`config.mk`:
```
export PLATFORM = sky130hd
export DESIGN_NAME = seq_divider16
export DESIGN_NICKNAME = d
export VERILOG_FILES = /design/src/rtl/div_pkg.sv /design/src/rtl/sub16_borrow.sv /design/src/rtl/seq_divider16.sv
export SDC_FILE = /design/constraint.sdc
export NUM_CORES = 1
export LEC_CHECK = 0
export ABC_AREA = 0
export CORE_MARGIN = 2
export CORE_UTILIZATION = 45
export DETAILED_ROUTE_END_ITERATION = 10
export PLACE_DENSITY = 0.73
export SETUP_SLACK_MARGIN = 0.5
export SLEW_MARGIN = 10
export SYNTH_ARGS = -nofsm -noshare
export SYNTH_HDL_FRONTEND = slang
export SYNTH_SLANG_ARGS = --single-unit
```
`constraint.sdc`:
```
create_clock -name clk -period 3.2 [get_ports clk]
set_input_delay 0.32 -clock clk [delete_from_list [all_inputs] [get_ports clk]]
set_output_delay 0.32 -clock clk [all_outputs]
set_load 0.02 [all_outputs]
```
`src/rtl/div_pkg.sv`:
```
// div_pkg -- shared definitions for the 16-bit sequential divider.
//   DIV_W       : operand / result width
//   DIV_ITERS   : number of restoring-division iterations per operation
//   div_state_t : controller states IDLE / RUN / DONE
//   abs_val()   : two's-complement magnitude, used only by the signed build
package div_pkg;

  localparam int DIV_W     = 16;
  localparam int DIV_ITERS = 16;

  typedef enum logic [1:0] {
    IDLE = 2'd0,
    RUN  = 2'd1,
    DONE = 2'd2
  } div_state_t;

  // The magnitude of 16'h8000 is 16'h8000, which is still correct when the
  // result is read as an unsigned number.
  function automatic logic [DIV_W-1:0] abs_val(input logic [DIV_W-1:0] v);
    return v[DIV_W-1] ? (~v + 1'b1) : v;
  endfunction

endpackage

```
`src/rtl/sub16_borrow.sv`:
```
// sub16_borrow -- 16-bit subtractor with borrow out.
//   i_a, i_b  : operands
//   o_diff    : i_a - i_b (modulo 2^16)
//   o_borrow  : 1 when i_b > i_a
module sub16_borrow
  import div_pkg::*;
(
  input  logic [DIV_W-1:0] i_a,
  input  logic [DIV_W-1:0] i_b,
  output logic [DIV_W-1:0] o_diff,
  output logic             o_borrow
);

  assign {o_borrow, o_diff} = {1'b0, i_a} - {1'b0, i_b};

endmodule

```
`src/rtl/seq_divider16.sv`:
```
// seq_divider16 -- restoring sequential divider, one quotient bit per cycle.
//
// Ports:
//   clk, reset_n          : clock (rising edge) and asynchronous active-low reset
//   start                 : request, sampled only in IDLE
//   dividend, divisor     : operands, captured on an accepted start
//   signed_op             : (SEQ_DIV_SIGNED_EN builds only) two's-complement op
//   busy                  : high in RUN and DONE
//   done                  : one-cycle pulse in DONE, results valid
//   quotient, remainder   : registered results, held until the next load
//   div_by_zero           : registered flag for the last operation
//   dbg_state             : current controller state
//
// Handshake: start is a request that is taken only while the controller is
// IDLE (busy=0); it is ignored otherwise. Each accepted request produces
// exactly one done pulse, unless reset intervenes. A normal operation shows
// done in cycle 17 after the accepting edge; a zero divisor shows it in cycle 1.
//
// Configuration macro: SEQ_DIV_SIGNED_EN adds the signed_op input and the
// sign-correction applied when results are loaded.
module seq_divider16
  import div_pkg::*;
#(
  parameter int WIDTH = 16
) (
  input  logic             clk,
  input  logic             reset_n,
  input  logic             start,
  input  logic [WIDTH-1:0] dividend,
  input  logic [WIDTH-1:0] divisor,
`ifdef SEQ_DIV_SIGNED_EN
  input  logic             signed_op,
`endif
  output logic             busy,
  output logic             done,
  output logic [WIDTH-1:0] quotient,
  output logic [WIDTH-1:0] remainder,
  output logic             div_by_zero,
  output div_state_t       dbg_state
);

  div_state_t       r_state;
  div_state_t       w_next_state;
  logic [4:0]       r_count;
  logic [DIV_W-1:0] r_rem;
  logic [DIV_W-1:0] r_quo;
  logic [DIV_W-1:0] r_div;
  logic [DIV_W-1:0] r_quotient;
  logic [DIV_W-1:0] r_remainder;
  logic             r_dbz;

  logic             w_div_zero;
  logic             w_last;
  logic [DIV_W-1:0] w_shift_rem;
  logic             w_carry;
  logic [DIV_W-1:0] w_diff;
  logic             w_borrow;
  logic             w_fits;
  logic [DIV_W-1:0] w_rem_next;
  logic [DIV_W-1:0] w_quo_next;
  logic [DIV_W-1:0] w_dvd_mag;
  logic [DIV_W-1:0] w_dvs_mag;
  logic [DIV_W-1:0] w_q_final;
  logic [DIV_W-1:0] w_r_final;

  assign w_div_zero = (divisor == '0);
  assign w_last     = (r_count == 5'(DIV_ITERS - 1));

  // Shift {rem,quo} left by one. The bit leaving rem is kept as w_carry: when
  // it is set the 17-bit shifted remainder exceeds any 16-bit divisor, so the
  // subtract always fits and the 16-bit difference is already exact.
  assign w_shift_rem = {r_rem[DIV_W-2:0], r_quo[DIV_W-1]};
  assign w_carry     = r_rem[DIV_W-1];

  sub16_borrow u_sub (
    .i_a      (w_shift_rem),
    .i_b      (r_div),
    .o_diff   (w_diff),
    .o_borrow (w_borrow)
  );

  assign w_fits     = w_carry | ~w_borrow;
  assign w_rem_next = w_fits ? w_diff : w_shift_rem;
  assign w_quo_next = {r_quo[DIV_W-2:0], w_fits};

`ifdef SEQ_DIV_SIGNED_EN
  logic r_neg_q;
  logic r_neg_r;

  assign w_dvd_mag = (signed_op && dividend[DIV_W-1]) ? abs_val(dividend) : dividend;
  assign w_dvs_mag = (signed_op && divisor[DIV_W-1])  ? abs_val(divisor)  : divisor;
  assign w_q_final = r_neg_q ? (~w_quo_next + 1'b1) : w_quo_next;
  assign w_r_final = r_neg_r ? (~w_rem_next + 1'b1) : w_rem_next;

  always_ff @(posedge clk or negedge reset_n) begin
    if (!reset_n) begin
      r_neg_q <= 1'b0;
      r_neg_r <= 1'b0;
    end else if (r_state == IDLE && start && !w_div_zero) begin
      r_neg_q <= signed_op & (dividend[DIV_W-1] ^ divisor[DIV_W-1]);
      r_neg_r <= signed_op & dividend[DIV_W-1];
    end
  end
`else
  assign w_dvd_mag = dividend;
  assign w_dvs_mag = divisor;
  assign w_q_final = w_quo_next;
  assign w_r_final = w_rem_next;
`endif

  // Controller state register.
  always_ff @(posedge clk or negedge reset_n) begin
    if (!reset_n) begin
      r_state <= IDLE;
    end else begin
      r_state <= w_next_state;
    end
  end

  // Next-state logic.
  always_comb begin
    w_next_state = r_state;
    case (r_state)
      IDLE: begin
        if (start) begin
          w_next_state = w_div_zero ? DONE : RUN;
        end
      end
      RUN: begin
        if (w_last) begin
          w_next_state = DONE;
        end
      end
      DONE:    w_next_state = IDLE;
      default: w_next_state = IDLE;
    endcase
  end

  // Datapath and result registers.
  always_ff @(posedge clk or negedge reset_n) begin
    if (!reset_n) begin
      r_count     <= '0;
      r_rem       <= '0;
      r_quo       <= '0;
      r_div       <= '0;
      r_quotient  <= '0;
      r_remainder <= '0;
      r_dbz       <= 1'b0;
    end else begin
      case (r_state)
        IDLE: begin
          if (start) begin
            if (w_div_zero) begin
              r_quotient  <= '1;
              r_remainder <= dividend;
              r_dbz       <= 1'b1;
            end else begin
              r_rem   <= '0;
              r_count <= '0;
              r_quo   <= w_dvd_mag;
              r_div   <= w_dvs_mag;
              r_dbz   <= 1'b0;
            end
          end
        end
        RUN: begin
          r_rem   <= w_rem_next;
          r_quo   <= w_quo_next;
          r_count <= r_count + 5'd1;
          if (w_last) begin
            r_quotient  <= w_q_final;
            r_remainder <= w_r_final;
          end
        end
        default: ;
      endcase
    end
  end

  assign busy        = (r_state != IDLE);
  assign done        = (r_state == DONE);
  assign quotient    = r_quotient;
  assign remainder   = r_remainder;
  assign div_by_zero = r_dbz;
  assign dbg_state   = r_state;

endmodule

```
==> qor.yml, run 1 <==
flow_run:
  maxCapViolCount: 0
global_route:
  grt_usage_pct: 20.9
  grt.overflow.total: 0
  grt_pass1_vias: 3764
  grt_max_degree: 56
  antenna_found_initial: 0
  grt_pass1_wl_mm: 18.7
setup_path:
  r2r-start: "r_quo[15]"
  r2r_cells: 11
  arrival_ns: 2.89
  crit_path_end_kind: "register"
  critical_path_class: "register to register"
  crit_start: "r_quo[15]"
  crit_fanout: 8
  required_ns: 3.46
  worstSetupStartpointType: "register"
  regToRegSetupSlack_ns: 0.57
  rr_endpoint: "remainder[2]"
sta:
  setup_ws_ns: 0.566
  holdWs_ns: -0.00923
  relSlewSlack_pct: 53.5
  hold_violations: 7
  worst_pin_slew_ns: 0.698
  fin_crit_sh_pct: 82.3
  setup_viol: 0
  clock.fmax_mhz: 380
  fin_setup_tns_ns: 0
  finClkSkew_ns: 0.0111
  slew_viol_final: 0
  rsz0062_at_grt: "false"
  fin_crit_ns: 2.63
clock_tree:
  clk_pin_slew_ns: 0.10
  clock_sinks: 88
  numCtsBuffers: 9
  clock_path_buffers: 2
  hold_buffers: 0
  cts_tree: "built"
  root_buffer: "clkbuf_8"
  htreeDepth: 3
  clock_latency_ns: 0.36
finish:
  nets: 630
  drive_above_1_share_pct: 14.5
  syn2layout_area_growth_pct: 25.0
  n_fill_cell: 925
  diodes: 0
synthesis:
  synth_cell_types: 53
  synthCells: 499
  syn-num-nets: 553
  yosys_warnings: 0
  syn_area_um2: 4740
  synth_edf_count: 0
  synthArstFlopShare_pct: 100
  yosys_most_used_dff: "dfrtp_1"
  ys_ff_latch: 88
  seq_area_frac_synth_pct: 46.4
  syn_avg_cell_area_um2: 9.51
power_and_ir_drop:
  pwr-share-seq_pct: 27.3
  powerDensity_nw_per_um2: 1290
  swShare_pct: 45.3
  p_leak_uw: 0.00261
  p_sw_uw: 3470
  p_clk_share_pct: 9.7
  combPwrFrac_pct: 63.0
  intPower_uw: 4180
  ir_drop_mv: 0.538
floorplan:
  die_h_um: 107
  rows: 37
  initial_core_util_pct: 46.2
  die-area_um2: 11400
  coreArea_um2: 10300
  pin_count: 72
  die_width_um: 107
drt:
  vias_per_cell: 5.49
  drtAntennaViolNets: 0
  first_pass_iters: 5
  wire_per_inst_um: 16.2
  drcViolationCount: 0
  vias: 3935
  drt_iter0_drc: 199
  drt-total-wl_mm: 11.6
run_status:
  status: "finished with violations"
  violations: "hold timing"
placement:
  gp_congestion: 0.942
  place_ws_ns: 0.368
  place_hpwl_mm: 8.38
  portBuffers: 71
min_path:
  hp-class: "primary input to async pin"
## critical path, stage by stage (launching register included)
cell and delay (ns):
dfrtp_1 0.37, inv_2 0.04, ha_2 0.18, fa_2 0.33, and2b_2 0.25, o31ai_4 0.08, a31o_4 0.26, o41ai_4 0.33
buf_6 0.21, mux2i_1 0.20, nor2_1 0.08, o22a_1 0.20
## repair_timing
action                     4_1_cts  5_1_grt
cloned                           1        0
pin swaps                        1        1
buffers inserted                 5        4
setup endpoints to repair       14       25
resized for setup                5       16
## Yosys cell counts, types with 4 or more instances
cell	count	area, um2
a211oi_1	7	52.6
clkbuf_8	4	55.1
a31oi_1	5	31.3
buf_6	4	45.0
ha_1	18	225
nand2_1	66	248
buf_1	5	18.8
xor2_1	5	43.8
a21o_1	16	120
a21oi_1	25	125
nor4_1	5	31.3
inv_1	25	93.8
nor2_1	59	221
o22a_1	5	43.8
dfrtp_1	88	2200
clkbuf_1	12	45.0
nor3_1	23	115
nand3_1	4	20.0
mux2i_1	14	140
o21ai_0	34	170
xnor2_1	8	70.1
nand4_1	4	25.0
o31ai_1	4	30.0
mux2_2	18	203
## layer usage
metal | vias up | global-route usage (%) | wire (um)
li1 | 1899 | - | -
met1 | 1901 | 28.0 | 5250
met2 | 122 | 34.9 | 5650
met3 | 13 | 4.38 | 626
met4 | 0 | 4.92 | 123
met5 | - | 0 | 0
## how the worst max path moves through the flow
stage | to | slack, ns | cells after the start
final | remainder[2] | 0.57 | 11
after global routing | remainder[0] | 0.46 | 11
after CTS | remainder[13] | 0.52 | 10
after detailed placement | r_rem[7] | 0.37 | 10
after global placement | r_rem[7] | 0.44 | 10
after floorplan | r_rem[11] | 0.58 | 10
## cells in the final DEF (no fill, tap or decap), types with 5 or more instances in the layout
master	instances
o22a_1	5
mux2_2	18
nor3_1	23
buf_4	19
inv_1	24
nor2_1	59
ha_1	15
xor2_1	5
mux2i_1	11
a21o_1	16
xnor2_1	8
clkdlybuf4s50_1	70
a21oi_1	24
nand2_1	66
a211oi_1	5
clkbuf_8	10
dfrtp_1	88
o21ai_0	33
## layout make-up
cell class	instances	area [um2]	share of cell area [%]
timing repair buffer	93	906	15.3
multi-input combinational	359	2370	39.9
tap	136	170	2.87
clock buffer	10	138	2.32
sequential	88	2200	37.1
inverter	25	93.8	1.58
clock inverter	6	55.1	0.928
## flip-flops by register name, indices dropped and copies added (netlist names)
signal	flops
r_div	16
dbg_state	2
remainder	16
r_quo	16
div_by_zero	1
r_rem	16
r_count	5
quotient	16
## cell families (layout without fill, tap and decap cells)
| kind of cell | count (synthesis) | after routing | share of synthesized area [%] |
|---|---|---|---|
| fa+ha+maj | 19 | 19 | 5.17 |
| simple gates | 176 | 176 | 16.1 |
| xor+xnor | 13 | 13 | 2.40 |
| compound gates | 119 | 119 | 17.0 |
| flops | 88 | 88 | 46.4 |
| mux | 32 | 32 | 7.23 |
| buf+inv | 52 | 134 | 5.70 |
## power by group through the flow
stage | combinational [uW] | sequential [uW] | clock (uW)
floorplan | 3000 | 2220 | 0
global placement | 4290 | 2070 | 0
detailed placement | 4370 | 2100 | 0
CTS | 4530 | 2080 | 760
global route | 5260 | 2160 | 814
finish | 4820 | 2090 | 742
## per-stage QoR
stage | instances | total power, uW | utilization, % | cell area [um2] | hold slack (ns)
5_1_grt | 717 | 8240 | 57.7 | 5930 | 0.0248
3_5_place_dp | 691 | 6460 | 54.3 | 5580 | 0.408
2_1_floorplan | 499 | 5220 | - | 4740 | 0.0244
3_3_place_gp | 691 | 6370 | 54.3 | 5580 | 0.406
6_report | 717 | 7660 | 57.7 | 5930 | -0.00923
4_1_cts | 713 | 7370 | 56.8 | 5830 | 0.00658
Power figures use the tool's default switching activity.
==> run 2, diff against run 1 <==
- PLACE_DENSITY: 0.73 -> 0.76
- clock period: 3.2 -> 2.4 ns (I/O delays scaled with it)
==> qor.yml, run 2 (synthesis results as in run 1) <==
clock_tree:
  cts_tree: "built"
  htreeDepth: 3  # unchanged
  clock_path_buffers: 2  # unchanged
  clock_sinks: 88  # unchanged
  root_buffer: "clkbuf_8"
  clk_pin_slew_ns: 0.09  # about the same
  clock_latency_ns: 0.37  # about the same
  numCtsBuffers: 9  # unchanged
run_status:
  status: "finished with violations"
  violations: "setup timing"
setup_path:
  critical_path_class: "register to register"
  arrival_ns: 2.91  # +0.02 ns
  worstSetupStartpointType: "register"
  max_stage_delay_ns: 0.36  # about the same
  required_ns: 2.65  # -0.81 ns
  crit_chain: "inv_1 -> ha_2 -> fa_2 -> and2b_2 -> o31ai_4 -> a31o_4 -> o41ai_4 -> buf_4 -> buf_12 -> mux2i_1 -> nor2_1 -> o22a_1"
  slowest_stage: "dfrtp_1"
  crit_path_end_kind: "register"
  crit_fanout: 5  # -3
global_route:
  grt_usage_pct: 25.1  # +4.2 points
  grt.overflow.total: 0  # unchanged
  grt_pass1_vias: 4362  # +16%
  grt_max_degree: 52  # -7.1%
  grt_pass1_wl_mm: 22.3  # +19%
  antenna_found_initial: 0  # unchanged
floorplan:
  coreArea_um2: 10300  # unchanged
  die_width_um: 107  # unchanged
  die_h_um: 107  # unchanged
  rows: 37  # unchanged
  initial_core_util_pct: 46.2  # unchanged
  die-area_um2: 11400  # unchanged
  pin_count: 72  # unchanged
power_and_ir_drop:
  p_leak_uw: 0.00316  # +21%
  ir_drop_mv: 0.732  # +36%
  p_clk_share_pct: 8.8  # -0.9 points
  pwr-share-seq_pct: 22.2  # -5.1 points
  intPower_uw: 7150  # +71%
  combPwrFrac_pct: 69.0  # +6.0 points
  powerDensity_nw_per_um2: 1820  # +41%
  swShare_pct: 43.6  # -1.7 points
  p_sw_uw: 5540  # +60%
placement:
  place_hpwl_mm: 9.50  # +13%
  dpl_cell_area_um2: 6020  # +7.8%
  gp_congestion: 0.867  # -7.9%
  portBuffers: 71  # unchanged
drt:
  drtAntennaViolNets: 0  # unchanged
  first_pass_iters: 5  # unchanged
  drcViolationCount: 0  # unchanged
  vias: 4389  # +12%
  drt-total-wl_mm: 14.2  # +22%
  drt_iter0_drc: 217  # +9.0%
  met3WireLength_um: 767  # +23%
  wire_per_inst_um: 18.2  # +12%
  top_layer_used: "met4"
  wl_met1_mm: 5.89  # +12%
  vias_per_cell: 5.61  # +2.1%
  route.met2.wl_mm: 7.16  # +27%
sta:
  finClkSkew_ns: 0.0160  # +0.00497 ns
  relSlewSlack_pct: 65.3  # +12 points
  setup_viol: 34  # +34
  setup_ws_ns: -0.255  # -0.821 ns
  slew_viol_final: 0  # unchanged
  rsz0062_at_grt: "true"
  hold_violations: 0  # -7
  fin_setup_tns_ns: -5.26  # -5.26 ns
  fin_crit_ns: 2.65  # +0.0207 ns
  clock.fmax_mhz: 377  # -0.78%
  worst_pin_slew_ns: 0.520  # -0.177 ns
  fin_crit_sh_pct: 111  # +28 points
flow_run:
  maxCapViolCount: 0  # unchanged
finish:
  nets: 696  # +10%
  layout_common_cells: "dfrtp_1 (87), nand2_1 (64), buf_4 (62), clkdlybuf4s50_1 (57), nor2_1 (44)"
  layout_commonest_cell: "dfrtp_1"
  finalInstanceArea_um2: 6970  # +18%
  syn2layout_area_growth_pct: 46.9
  drive_above_1_share_pct: 29.7  # +15 points
  diodes: 0  # unchanged
min_path:
  hp-class: "primary input to register"
run 2: power groups by stage:
stage                     Sequential [uW]  Combinational [uW]  Clock [uW]
after detailed placement             2780                6680           0
after floorplan                      2970                4050           0
final                                2820                8750        1120
after global routing                 2890                9390        1210
after CTS                            2760                7800        1120
after global placement               2750                6540           0
run 2: stage by stage:
step	total power, uW	hold WS (ns)	util [%]	setup WS (ns)	std cells
2_1_floorplan	7020	-0.0556	-	-0.0803	499
3_3_place_gp	9290	0.241	58.5	-0.120	737
3_5_place_dp	9470	0.245	58.5	-0.188	737
4_1_cts	11700	0.276	64.7	-0.192	775
5_1_grt	13500	0.181	67.8	-0.390	783
6_report	12700	0.182	67.8	-0.255	783
run 2: path summary, 6_finish.rpt:
kind                           endpoint  cells after the start   startpoint  slack, ns
setup / recovery           remainder[2]                     12    r_quo[15]      -0.25
hold / removal                r_div[10]                      2  divisor[10]       0.18
setup reg to reg           remainder[2]                     12    r_quo[15]      -0.25
hold reg to reg             div_by_zero                      1  div_by_zero       0.50
max in group asynchronous  dbg_state[0]                      3      reset_n       1.35
min in group asynchronous   quotient[7]                      2      reset_n       0.37
run 2: what timing repair did:
item | 4_1_cts | 5_1_grt
cloned | 4 | 0
hold buffers | 1 | 0
hold endpoints to repair | 37 | 0
resized for setup | 49 | 66
pin swaps | 10 | 30
setup endpoints to repair | 73 | 63
buffers inserted | 17 | 8
run 2: final cells by class:
cell class / instances / area (um2)
clock buffers: 10 / 138
clock inverters: 6 / 76.3
fillers: 770 / 3310
inverters: 25 / 93.8
multi-input cells: 359 / 2650
flip-flops and latches: 88 / 2200
well taps: 136 / 170
repair buffers: 159 / 1640
run 2: metal layers:
metal | global-route usage (%) | up-vias
li1 | - | 2041
met1 | 33.0 | 2149
met2 | 42.6 | 162
met3 | 4.19 | 37
met4 | 7.70 | 0
met5 | 0 | -
run 2: critical path, delay by kind of cell, from the launching register on:
family                   cells  cell delay (ns)
flip-flops                   1             0.36
adder cells (fa/ha/maj)      2             0.52
AND/OR/NAND/NOR              2             0.34
AO/OA/AOI/OAI                4             0.73
multiplexers                 1             0.21
buffers and inverters        3             0.38
